<file path="src/rtl/fib_trace_fifo.sv">
// -----------------------------------------------------------------------------
// fib_trace_fifo
//
// Capture stage sitting behind the fib_14 core. Every clock with capture_en
// high the tuple {selector, a, j, m} is offered to a first-word-fall-through
// FIFO. With CHANGE_ONLY=1 a tuple identical to the last *stored* tuple is not
// offered again. The FIFO drains through a valid/ready port to the trace
// writer. Pushes arriving while the FIFO is full (and not being popped in the
// same cycle) are dropped, flagged on the sticky overflow output and counted
// in a saturating drop counter.
//
// Optional feature macro: FIB_TRACE_TIMESTAMP_EN
//   When defined, a 16-bit free-running cycle counter is added, each stored
//   entry carries the counter value of its sampling cycle, and the head
//   entry's stamp is presented on out_ts. Stamps take no part in the
//   change filter.
//
// Parameters:
//   W           width of a/j/m
//   DEPTH       FIFO entries (power of two, >= 2)
//   CHANGE_ONLY 1: store only tuples that differ from the last stored one
//   CNT_W       width of drop_cnt
//
// Ports:
//   clk, rst          clock, synchronous active-high reset
//   capture_en        sampling enable
//   selector, a, j, m tuple sampled this cycle
//   out_valid/ready   FWFT drain handshake
//   out_sel/a/j/m     head entry (meaningful only while out_valid=1)
//   level, full       occupancy 0..DEPTH, full when level == DEPTH
//   overflow          sticky: at least one push was dropped since reset
//   drop_cnt          number of dropped pushes, saturating
//   out_ts            head entry timestamp (FIB_TRACE_TIMESTAMP_EN only)
// -----------------------------------------------------------------------------
module fib_trace_fifo #(
  parameter int W           = 11,
  parameter int DEPTH       = 16,
  parameter int CHANGE_ONLY = 1,
  parameter int CNT_W       = 16
) (
  input  logic                     clk,
  input  logic                     rst,
  input  logic                     capture_en,
  input  logic                     selector,
  input  logic [W-1:0]             a,
  input  logic [W-1:0]             j,
  input  logic [W-1:0]             m,
  output logic                     out_valid,
  input  logic                     out_ready,
  output logic                     out_sel,
  output logic [W-1:0]             out_a,
  output logic [W-1:0]             out_j,
  output logic [W-1:0]             out_m,
  output logic [$clog2(DEPTH):0]   level,
  output logic                     full,
  output logic                     overflow,
  output logic [CNT_W-1:0]         drop_cnt
`ifdef FIB_TRACE_TIMESTAMP_EN
  ,
  output logic [15:0]              out_ts
`endif
);

  localparam int AW = $clog2(DEPTH);
  localparam int LW = AW + 1;
  localparam int TW = 1 + 3 * W;
`ifdef FIB_TRACE_TIMESTAMP_EN
  localparam int EW = TW + 16;
`else
  localparam int EW = TW;
`endif
  localparam logic [LW-1:0] FULL_LVL = LW'(DEPTH);

  logic [TW-1:0]    tuple;
  logic [EW-1:0]    wr_entry;
  logic [EW-1:0]    rd_entry;
  logic [EW-1:0]    mem_q [DEPTH];

  logic [AW-1:0]    wr_ptr_q, wr_ptr_d;
  logic [AW-1:0]    rd_ptr_q, rd_ptr_d;
  logic [LW-1:0]    level_q, level_d;
  logic [TW-1:0]    last_q, last_d;
  logic             last_vld_q, last_vld_d;
  logic             overflow_q, overflow_d;
  logic [CNT_W-1:0] drop_cnt_q, drop_cnt_d;

  logic             push_req;
  logic             pop;
  logic             push_acc;
  logic             drop;

  assign tuple = {selector, a, j, m};

`ifdef FIB_TRACE_TIMESTAMP_EN
  logic [15:0] ts_q, ts_d;

  assign ts_d     = ts_q + 16'd1;
  assign wr_entry = {ts_q, tuple};

  always_ff @(posedge clk) begin
    if (rst) begin
      ts_q <= '0;
    end else begin
      ts_q <= ts_d;
    end
  end
`else
  assign wr_entry = tuple;
`endif

  always_comb begin
    push_req = capture_en &&
               ((CHANGE_ONLY == 0) || !last_vld_q || (tuple != last_q));
    pop      = (level_q != '0) && out_ready;
    // When full, a push still fits if the head leaves in the same cycle:
    // the write lands in the slot the read is vacating.
    push_acc = push_req && ((level_q != FULL_LVL) || pop);
    drop     = push_req && !push_acc;

    wr_ptr_d   = wr_ptr_q;
    rd_ptr_d   = rd_ptr_q;
    level_d    = level_q;
    last_d     = last_q;
    last_vld_d = last_vld_q;
    overflow_d = overflow_q;
    drop_cnt_d = drop_cnt_q;

    if (push_acc) begin
      wr_ptr_d   = wr_ptr_q + 1'b1;
      last_d     = tuple;
      last_vld_d = 1'b1;
    end
    if (pop) begin
      rd_ptr_d = rd_ptr_q + 1'b1;
    end

    unique case ({push_acc, pop})
      2'b10:   level_d = level_q + 1'b1;
      2'b01:   level_d = level_q - 1'b1;
      default: level_d = level_q;
    endcase

    if (drop) begin
      overflow_d = 1'b1;
      if (drop_cnt_q != '1) begin
        drop_cnt_d = drop_cnt_q + 1'b1;
      end
    end
  end

  always_ff @(posedge clk) begin
    if (rst) begin
      wr_ptr_q   <= '0;
      rd_ptr_q   <= '0;
      level_q    <= '0;
      last_q     <= '0;
      last_vld_q <= 1'b0;
      overflow_q <= 1'b0;
      drop_cnt_q <= '0;
    end else begin
      wr_ptr_q   <= wr_ptr_d;
      rd_ptr_q   <= rd_ptr_d;
      level_q    <= level_d;
      last_q     <= last_d;
      last_vld_q <= last_vld_d;
      overflow_q <= overflow_d;
      drop_cnt_q <= drop_cnt_d;
    end
  end

  // Storage has no reset; occupancy alone decides which slots are live.
  always_ff @(posedge clk) begin
    if (!rst && push_acc) begin
      mem_q[wr_ptr_q] <= wr_entry;
    end
  end

  assign rd_entry  = mem_q[rd_ptr_q];

  assign out_m     = rd_entry[W-1:0];
  assign out_j     = rd_entry[2*W-1:W];
  assign out_a     = rd_entry[3*W-1:2*W];
  assign out_sel   = rd_entry[3*W];
`ifdef FIB_TRACE_TIMESTAMP_EN
  assign out_ts    = rd_entry[EW-1:TW];
`endif

  assign out_valid = (level_q != '0);
  assign full      = (level_q == FULL_LVL);
  assign level     = level_q;
  assign overflow  = overflow_q;
  assign drop_cnt  = drop_cnt_q;

endmodule

</file>
<file path="config.mk">
export PLATFORM = sky130hd
export DESIGN_NAME = fib_trace_fifo
export DESIGN_NICKNAME = d
export VERILOG_FILES = /design/src/rtl/fib_trace_fifo.sv
export SDC_FILE = /design/constraint.sdc
export NUM_CORES = 1
export LEC_CHECK = 0
export CAP_MARGIN = 5
export CORE_MARGIN = 2
export CORE_UTILIZATION = 65
export DETAILED_ROUTE_END_ITERATION = 16
export PLACE_DENSITY = 0.81
export SLEW_MARGIN = 20
export SYNTH_ARGS = -nofsm -noshare
export SYNTH_HDL_FRONTEND = slang
export SYNTH_SLANG_ARGS = --single-unit
</file>
<file path="constraint.sdc">
create_clock -name clk -period 11.45 [get_ports clk]
set_clock_uncertainty 0.1 [all_clocks]
set_input_delay 2.29 -clock clk [delete_from_list [all_inputs] [get_ports clk]]
set_output_delay 2.29 -clock clk [all_outputs]
set_load 0.05 [all_outputs]
</file>
; After elaboration in Yosys (flattened, before gate mapping)
; Memories as Yosys holds them, arrays and structs flattened. A register that Yosys moved wholly into a read port is not among the register bits.
; Cells that the tools add are included.
; Widths: inputs -> output; s select.
[word_totals]
mem_bits_rw = 544
in_bits = 38
mem_count = 1
wordCells = 37
output_inout_bits = 58
register_bits = 65
[op_classes]
muxes = 5
n_eq_ne = 6
n_addsub = 5
n_reduce_logical = 13
[mem_list]
columns = name, depth, width, rd, rd_clocked_by_memory_dff, write_ports, line_no
row1 = mem_q, 16, 34, 1, 1, 1, 77  ; logic [EW-1:0] mem_q [DEPTH];
[ops]
columns = cell, count
row1 = $ne 34x34->1, 1
row2 = $add 16x1->16 const B, 1
row3 = $ne 16x16->1 const B, 1
row4 = $pmux 5 s2, 1
row5 = $add 4x1->4 const B, 2
row6 = $mux 4, 2
row7 = $add 5x1->5 const B, 1
row8 = $eq 5x5->1 const B, 1
row9 = $logic_and 1x1->1, 5
row10 = $ne 5x5->1 const B, 1
row11 = $reduce_bool 5->1, 1
row12 = $sub 5x1->5 const B, 1
row13 = $logic_not 1->1, 3
row14 = $eq 2x1->1 const B, 1
row15 = $eq 2x2->1 const B, 1
row16 = $logic_or 1x1->1, 2
row17 = $mux 1, 2
row18 = $reduce_and 2->1, 1
row19 = $reduce_bool 2->1, 1

; Logic depth before layout (Yosys ltp)
; Gate-level depths: netlist of run 1.
[logic_depth]
ltp_word = 7
depth_mapped = 14
ltp_nobuf = 13

; Worst setup path after synthesis of run 1
; No wires, ideal clock.
[synth_timing]
path_kind = input to register
startpoint = input port m[1]
endpoint = memory mem_q[12][0] in the netlist's numbering (enable)
setup_ps = 425
path_stages = 8
t_arrival_ps = 4791
path_buffers = 1
required_time_ps = 10925
setup_slack_ps = 6134
path_cell_list = xor2_1 nor4_1 nand4_1 o31ai_4 nor2_1 clkbuf_1 nand2_1 nor2_1
[synth_between]
elab_chain_cells = 7
[synth_rtl]
columns = item, line_no
row1 = start: declaration, 47  ; input logic [W-1:0] m,
row2 = $ne 34x34->1, 113  ; ((CHANGE_ONLY == 0) || !last_vld_q || (tuple != last_q));
row3 = $logic_or 1x1->1, 113
row4 = $logic_and 1x1->1, 112  ; push_req = capture_en &&
row5 = $logic_and 1x1->1, 117  ; push_acc = push_req && ((level_q != FULL_LVL) || pop);
row6 = $logic_and 1x1->1, 173  ; if (!rst && push_acc) begin
row7 = $mux 1, 173
row8 = $mux 1 (not written as such), 174  ; mem_q[wr_ptr_q] <= wr_entry;
row9 = end: declaration, 77
; No other way between the ends.

; Worst setup path in the final report of run 1
[layout_timing]
startpoint = input port j[6]
endpoint = register level_q[4], in the netlist level[4]
[layout_between]
elab_chain_cells = 6
word_cells_on_any_way = 8
classes_between = eq/ne: 3 / mux: 1 / reduce/logical: 4
[layout_rtl]
columns = item, line_no
row1 = start: declaration, 46  ; input logic [W-1:0] j,
row2 = $ne 34x34->1 (*), 113
row3 = $logic_or 1x1->1 (*), 113
row4 = $logic_and 1x1->1 (*), 112
row5 = $logic_and 1x1->1 (*), 117
row6 = $eq 2x1->1 or $eq 2x2->1 (tied branches), 137  ; unique case ({push_acc, pop})
row7 = $pmux 5 s2 or $reduce_bool 2->1 (tied branches), --
row8 = end signal: assignment, 163  ; level_q <= level_d;
row9 = end: declaration, 81  ; logic [LW-1:0] level_q, level_d;
; Mark *: on every way between the ends. The rest lies on a longest branch, timed or not.
; A chain may end at the register's enable or synchronous reset.

==> run summary, run 1 <==
status -> complete, no violations
Min Hold Slack -> 0.389 ns
Post-DP HPWL -> 27,800 um
Post-Synthesis Cells -> 1,166
Tcrit/Tclk final -> 60.6%
met1 WL -> 20,400 um
layout cells sized above 1 -> 24.2%
met3 wire length -> 4490 um
Detailed Route WL -> 53,900 um
Primary FF master, synth -> edfxtp_1
Mapped Area -> 23,800 um2
initial antenna violation count -> 0
Reg power frac -> 46.7%
Syn Area/Cell -> 20.4 um2
LEAKAGE -> 8.53 nW
Fmax -> 0.144 GHz
vias in the first global route -> 12,600
RSZ-0062 raised after global routing -> false
fraction of registers with async set/reset -> 0%
io pins -> 96
crit-path max FO -> 31
register bit total from synthesis -> 613
Total GRT Usage -> 29.4%
reported max-cap violation count -> 0
first-pass GRT wire length -> 81,100 um
switching power -> 0.00141 W
die area -> 38,100 um2
Final Hold Vio Count -> 0
first drt pass iteration count -> 5
DRT antenna net count -> 0
routed vias -> 12,100
Comb power frac -> 17.5%
CP required -> 11.88 ns
Startpoint Class -> input port
postcts setup bufs -> 0
Post-synth EDFFs -> 544
Hold Buf Count CTS -> 0
Area Overhead vs Synth -> 15.2%
min Tclk post-route -> 6.94 ns
Slew Limit Fails -> 0
Yosys top cell area share -> 68.7%
final core utilization -> 75.3%
Clock Pin Slew Worst Setup and Hold Paths -> 0.07 ns
largest net degree at the start of global routing -> 77
CP Data Arrival Time -> 7.37 ns
root buffer cell -> clkbuf_16
mean routed wirelength per cell -> 30.0 um
CTS Buf Count -> 56
sw frac -> 25.8%
Skew-Pair Late Insertion Delay -> 0.60 ns
Slew headroom -> 27.4%
Clock power frac -> 35.9%
top cells by area, synth -> edfxtp_1, mux4_2, dfxtp_1, xnor2_1, a21oi_1
post-synthesis sequential area ratio -> 74.6%
WL met2 -> 27,100 um
top-count cell post-synth -> edfxtp_1
Post-Syn Nets -> 1,214
worst min path class -> reg2reg
Internal Pwr Total -> 0.00406 W
Die Y -> 195 um
vias per cell -> 6.72
Power Dens Cells -> 200 nW/um2
CP endpoint kind -> register
clk buf depth -> 3
Fill cells -> 1,845
global route overflow -> 0
CTS tree -> yes
Cell variety after synth -> 45
Rows -> 70
number of remaining DRC errors -> 0
Fin Setup TNS -> 0 ns
post_cts resized -> 0
clk sinks -> 613
cell taking the most area after synthesis -> edfxtp_1
IO buf count -> 95
Post-synth top cells -> edfxtp_1, mux4_2, dfxtp_1, nand2_1, clkbuf_1
top sig layer -> met4
antenna fix cells -> 0
Initial DRC Count -> 1,567
Tightest Pin Transition -> 1.09 ns
critical path type -> in2reg
Nets -> 1,329
Finish-stage setup viols -> 0
Die Wd -> 195 um
RePlAce Congestion -> 0.796
Ys Warns -> 0
initial core utilization -> 65.4%
maximum VDD drop -> 0.000236 V
H-tree Lvls -> 2
core footprint -> 36,300 um2
-- layout by cell type (no fill, tap or decap), types with 3 or more instances in the layout --
cell             count
edfxtp_1           544
mux4_2             170
clkdlybuf4s50_1     94
dfxtp_1             65
clkbuf_16           58
nand2_1             48
a21oi_1             39
o21ai_0             37
nor2_1              30
xnor2_1             29
xor2_1              20
buf_4               19
clkinv_2            13
nand4_1             12
nor4_1              11
inv_1                9
nor2_4               9
ha_1                 9
and3_2               8
clkbuf_1             8
bufinv_16            8
clkbuf_8             7
nand3_1              6
nor2b_1              5
and3_1               5
nor4b_1              5
clkinv_1             5
buf_16               5
mux2_2               4
a21o_1               4
clkinvlp_4           4
nand2b_1             3
and2_1               3
dfxtp_4              3
-- cells by family (layout without fill, tap and decap cells) --
kind of cell | after synthesis | count (layout) | synth area share, %
adders and majority gates | 10 | 10 | 0.558
DFF | 613 | 613 | 74.6
and+or+nand+nor | 157 | 157 | 3.32
xor gates and xnor gates | 49 | 49 | 1.81
muxes | 177 | 177 | 16.4
buffers and inverters | 73 | 233 | 1.30
AOI/OAI and AO/OA | 87 | 87 | 2.02
-- cell type report --
type,count,area (um2),area share [%]
flip-flops and latches,613,17700,64.8
multi-input cells,480,5820,21.3
clock buffers,73,1580,5.77
repair buffers,121,1270,4.63
well taps,468,586,2.14
clock inverters,30,354,1.29
inverters,9,33.8,0.123
-- flip-flops by register name, summed over array words and instances, names as in the netlist, named ones only --
register	cells
mem_q	544
last_q	34
drop_cnt	16
level	5
rd_ptr_q	4
wr_ptr_q	4
last_vld_q	1
overflow	1
-- worst max-delay path: stages --
cell	delay, ns
clkdlybuf4s50_1	0.78
xnor2_1	0.51
nand4_1	0.17
or4_4	0.45
o31ai_4	0.77
buf_4	0.47
and2_1	0.36
inv_1	0.09
fa_1	0.41
inv_1	0.08
a21o_1	0.10
a21oi_1	0.09
or4_1	0.43
a21o_1	0.21
a21oi_2	0.12
-- through the flow --
step                      worst slack, ns  instances  instance area [um2]  total power, W
final                                4.51       1794                27400         0.00547
after global routing                 4.33       1794                27400         0.00562
after CTS                            4.49       1794                27400         0.00550
after detailed placement             4.04       1691                25400         0.00355
after global placement               4.22       1684                25300         0.00354
after floorplan                      6.13       1166                23800         0.00327
-- layer usage --
layer	vias up	global-route usage (%)
li1	4984	-
met1	6230	41.0
met2	719	47.6
met3	125	5.37
met4	0	11.2
met5	-	0
-- power by group through the flow --
stage / Sequential (W) / Clock [W] / Combinational (W)
after floorplan: 0.00257 / 0 / 0.000697
after global placement: 0.00260 / 0 / 0.000935
after detailed placement: 0.00260 / 0 / 0.000948
after CTS: 0.00256 / 0.00198 / 0.000965
after global routing: 0.00256 / 0.00205 / 0.00100
final: 0.00255 / 0.00196 / 0.000954
-- worst paths after layout --
path / startpoint / end / slack, ns / cells past startpoint
max reg2reg: last_q[17] / level[4] / 6.84 / 14
min: overflow / overflow / 0.39 / 2
max: j[6] / level[4] / 4.51 / 15
min reg2reg: overflow / overflow / 0.39 / 2
(Power assumes the default switching activity.)
==> inputs of run 2 (changes only) <==
--- a/config.mk
+++ b/config.mk
@@ -7,9 +7,9 @@
 export LEC_CHECK = 0
 export CAP_MARGIN = 5
 export CORE_MARGIN = 2
-export CORE_UTILIZATION = 65
+export CORE_UTILIZATION = 60
 export DETAILED_ROUTE_END_ITERATION = 16
-export PLACE_DENSITY = 0.81
+export PLACE_DENSITY = 0.76
 export SLEW_MARGIN = 20
 export SYNTH_ARGS = -nofsm -noshare
 export SYNTH_HDL_FRONTEND = slang
==> constraint.sdc (replaced) <==
create_clock -name clk -period 6.75 [get_ports clk]
set_clock_uncertainty 0.1 [all_clocks]
set_input_delay 1.35 -clock clk [delete_from_list [all_inputs] [get_ports clk]]
set_output_delay 1.35 -clock clk [all_outputs]
set_load 0.05 [all_outputs]
==> run 2 against run 1 <==
Net effect: total power grew 66%; worst setup slack lost 2.9 ns; register-to-register slack lost 3.8 ns; global-route usage shrank 4.0 points; largest power group unchanged; routed wire length shrank 6.2%; sequential power grew 68%; non-clock buffer count grew 20; critical path depth shrank 10; hold slack lost 0.011 ns.
==> run summary, run 2 (synthesis results as in run 1) <==
vias in the first global route -> 12,200
largest net degree at the start of global routing -> 77
antenna fix cells -> 0
reported max-cap violation count -> 0
H-tree Lvls -> 2
global route overflow -> 0
DRT antenna net count -> 0
CTS tree -> yes
LEAKAGE -> 8.62 nW
RePlAce Congestion -> 0.788
CTS Buf Count -> 57
Rows -> 72
min Tclk post-route -> 5.13 ns
Slew Limit Fails -> 0
post_cts resized -> 0
Final Hold Vio Count -> 0
core footprint -> 38,800 um2
crit-path max FO -> 33
initial core utilization -> 61.2%
clk sinks -> 613
Fill cells -> 2,293
Tcrit/Tclk final -> 76.1%
CP endpoint kind -> primary output
Slew headroom -> 29.4%
Tightest Pin Transition -> 1.06 ns
Hold Buf Count CTS -> 0
Reg area -> 17,700 um2
CP Data Arrival Time -> 3.68 ns
RSZ-0062 raised after global routing -> false
Total GRT Usage -> 25.4%
placed cell area -> 25,700 um2
post-route cell area -> 27,600 um2
critical path type -> reg2out
Finish-stage setup viols -> 0
Fin Setup TNS -> 0 ns
CP required -> 5.30 ns
first drt pass iteration count -> 7
Largest register FFs -> 544
io pins -> 96
Detailed Route WL -> 50,500 um
final core utilization -> 71.0%
Startpoint Class -> register
most common cell after layout, fill and taps aside -> edfxtp_1
Initial DRC Count -> 1,279
Skew-Pair Late Insertion Delay -> 0.61 ns
postcts setup bufs -> 0
vias per cell -> 6.29
clk buf depth -> 3
number of remaining DRC errors -> 0
Fmax -> 0.195 GHz
Setup WS pre-CTS -> 1.17 ns
Nets -> 1,350
commonest non-fill, non-tap cells in the layout -> edfxtp_1, mux4_2, clkdlybuf4s50_1
routed vias -> 11,700
Die Y -> 203 um
multi-input logic area -> 5820 um2
Clock Pin Slew Worst Setup and Hold Paths -> 0.06 ns
Area Overhead vs Synth -> 16.0%
mean routed wirelength per cell -> 27.1 um
Min Hold Slack -> 0.378 ns
Post-DP HPWL -> 28,000 um
IO buf count -> 95
Power Dens Cells -> 330 nW/um2
layout cells sized above 1 -> 25.3%
root buffer cell -> clkbuf_16
status -> complete, no violations
Biggest register -> mem_q
worst min path class -> reg2reg
Final WS setup -> 1.62 ns
maximum VDD drop -> 0.000318 V
Die Wd -> 203 um
first-pass GRT wire length -> 76,300 um
die area -> 41,200 um2
initial antenna violation count -> 0
## run 2: final timing paths
path              start        to  slack (ns)  cells after the start
max reg2reg  last_q[14]  level[4]        3.00                     13
min            overflow  overflow        0.38                      2
min reg2reg    overflow  overflow        0.38                      2
max            register  out_a[8]        1.62                      5
## run 2: power by group
group	total [W]	internal [W]	switching [W]
clock network	0.00312	0.00177	0.00135
logic	0.00169	0.000763	0.000922
registers	0.00429	0.00420	0.0000830
total	0.00909	0.00674	0.00236
## run 2: per-layer routing
layer | routed length, um | track usage, % | vias to the layer above | part of all wire [%]
met5 | 0 | 0 | - | 0
met4 | 1400 | 8.42 | 0 | 2.8
met3 | 3590 | 4.24 | 91 | 7.1
met2 | 25700 | 42.4 | 510 | 51
met1 | 19900 | 34.7 | 6119 | 39
li1 | - | - | 5026 | -
## run 2: area by class of cell
type | instances | area share [%]
inverters | 9 | 0.123
repair buffers | 141 | 5.39
multi-input cells | 480 | 21.1
well taps | 518 | 2.35
clock inverters | 31 | 0.931
clock buffers | 76 | 5.77
flip-flops and latches | 613 | 64.3
## run 2: worst max-delay path: stages, from the launching register on
cell and delay, ns:
dfxtp_4 0.57, buf_16 0.31, buf_12 0.31, mux4_2 0.61
mux4_2 0.52, clkdlybuf4s50_1 0.73
## run 2: per-stage QoR
| step | power, W | cells |
|---|---|---|
| final | 0.00909 | 1868 |
| after global routing | 0.00939 | 1868 |
| after CTS | 0.00915 | 1867 |
| after detailed placement | 0.00605 | 1760 |
| after global placement | 0.00603 | 1760 |
| after floorplan | 0.00554 | 1166 |
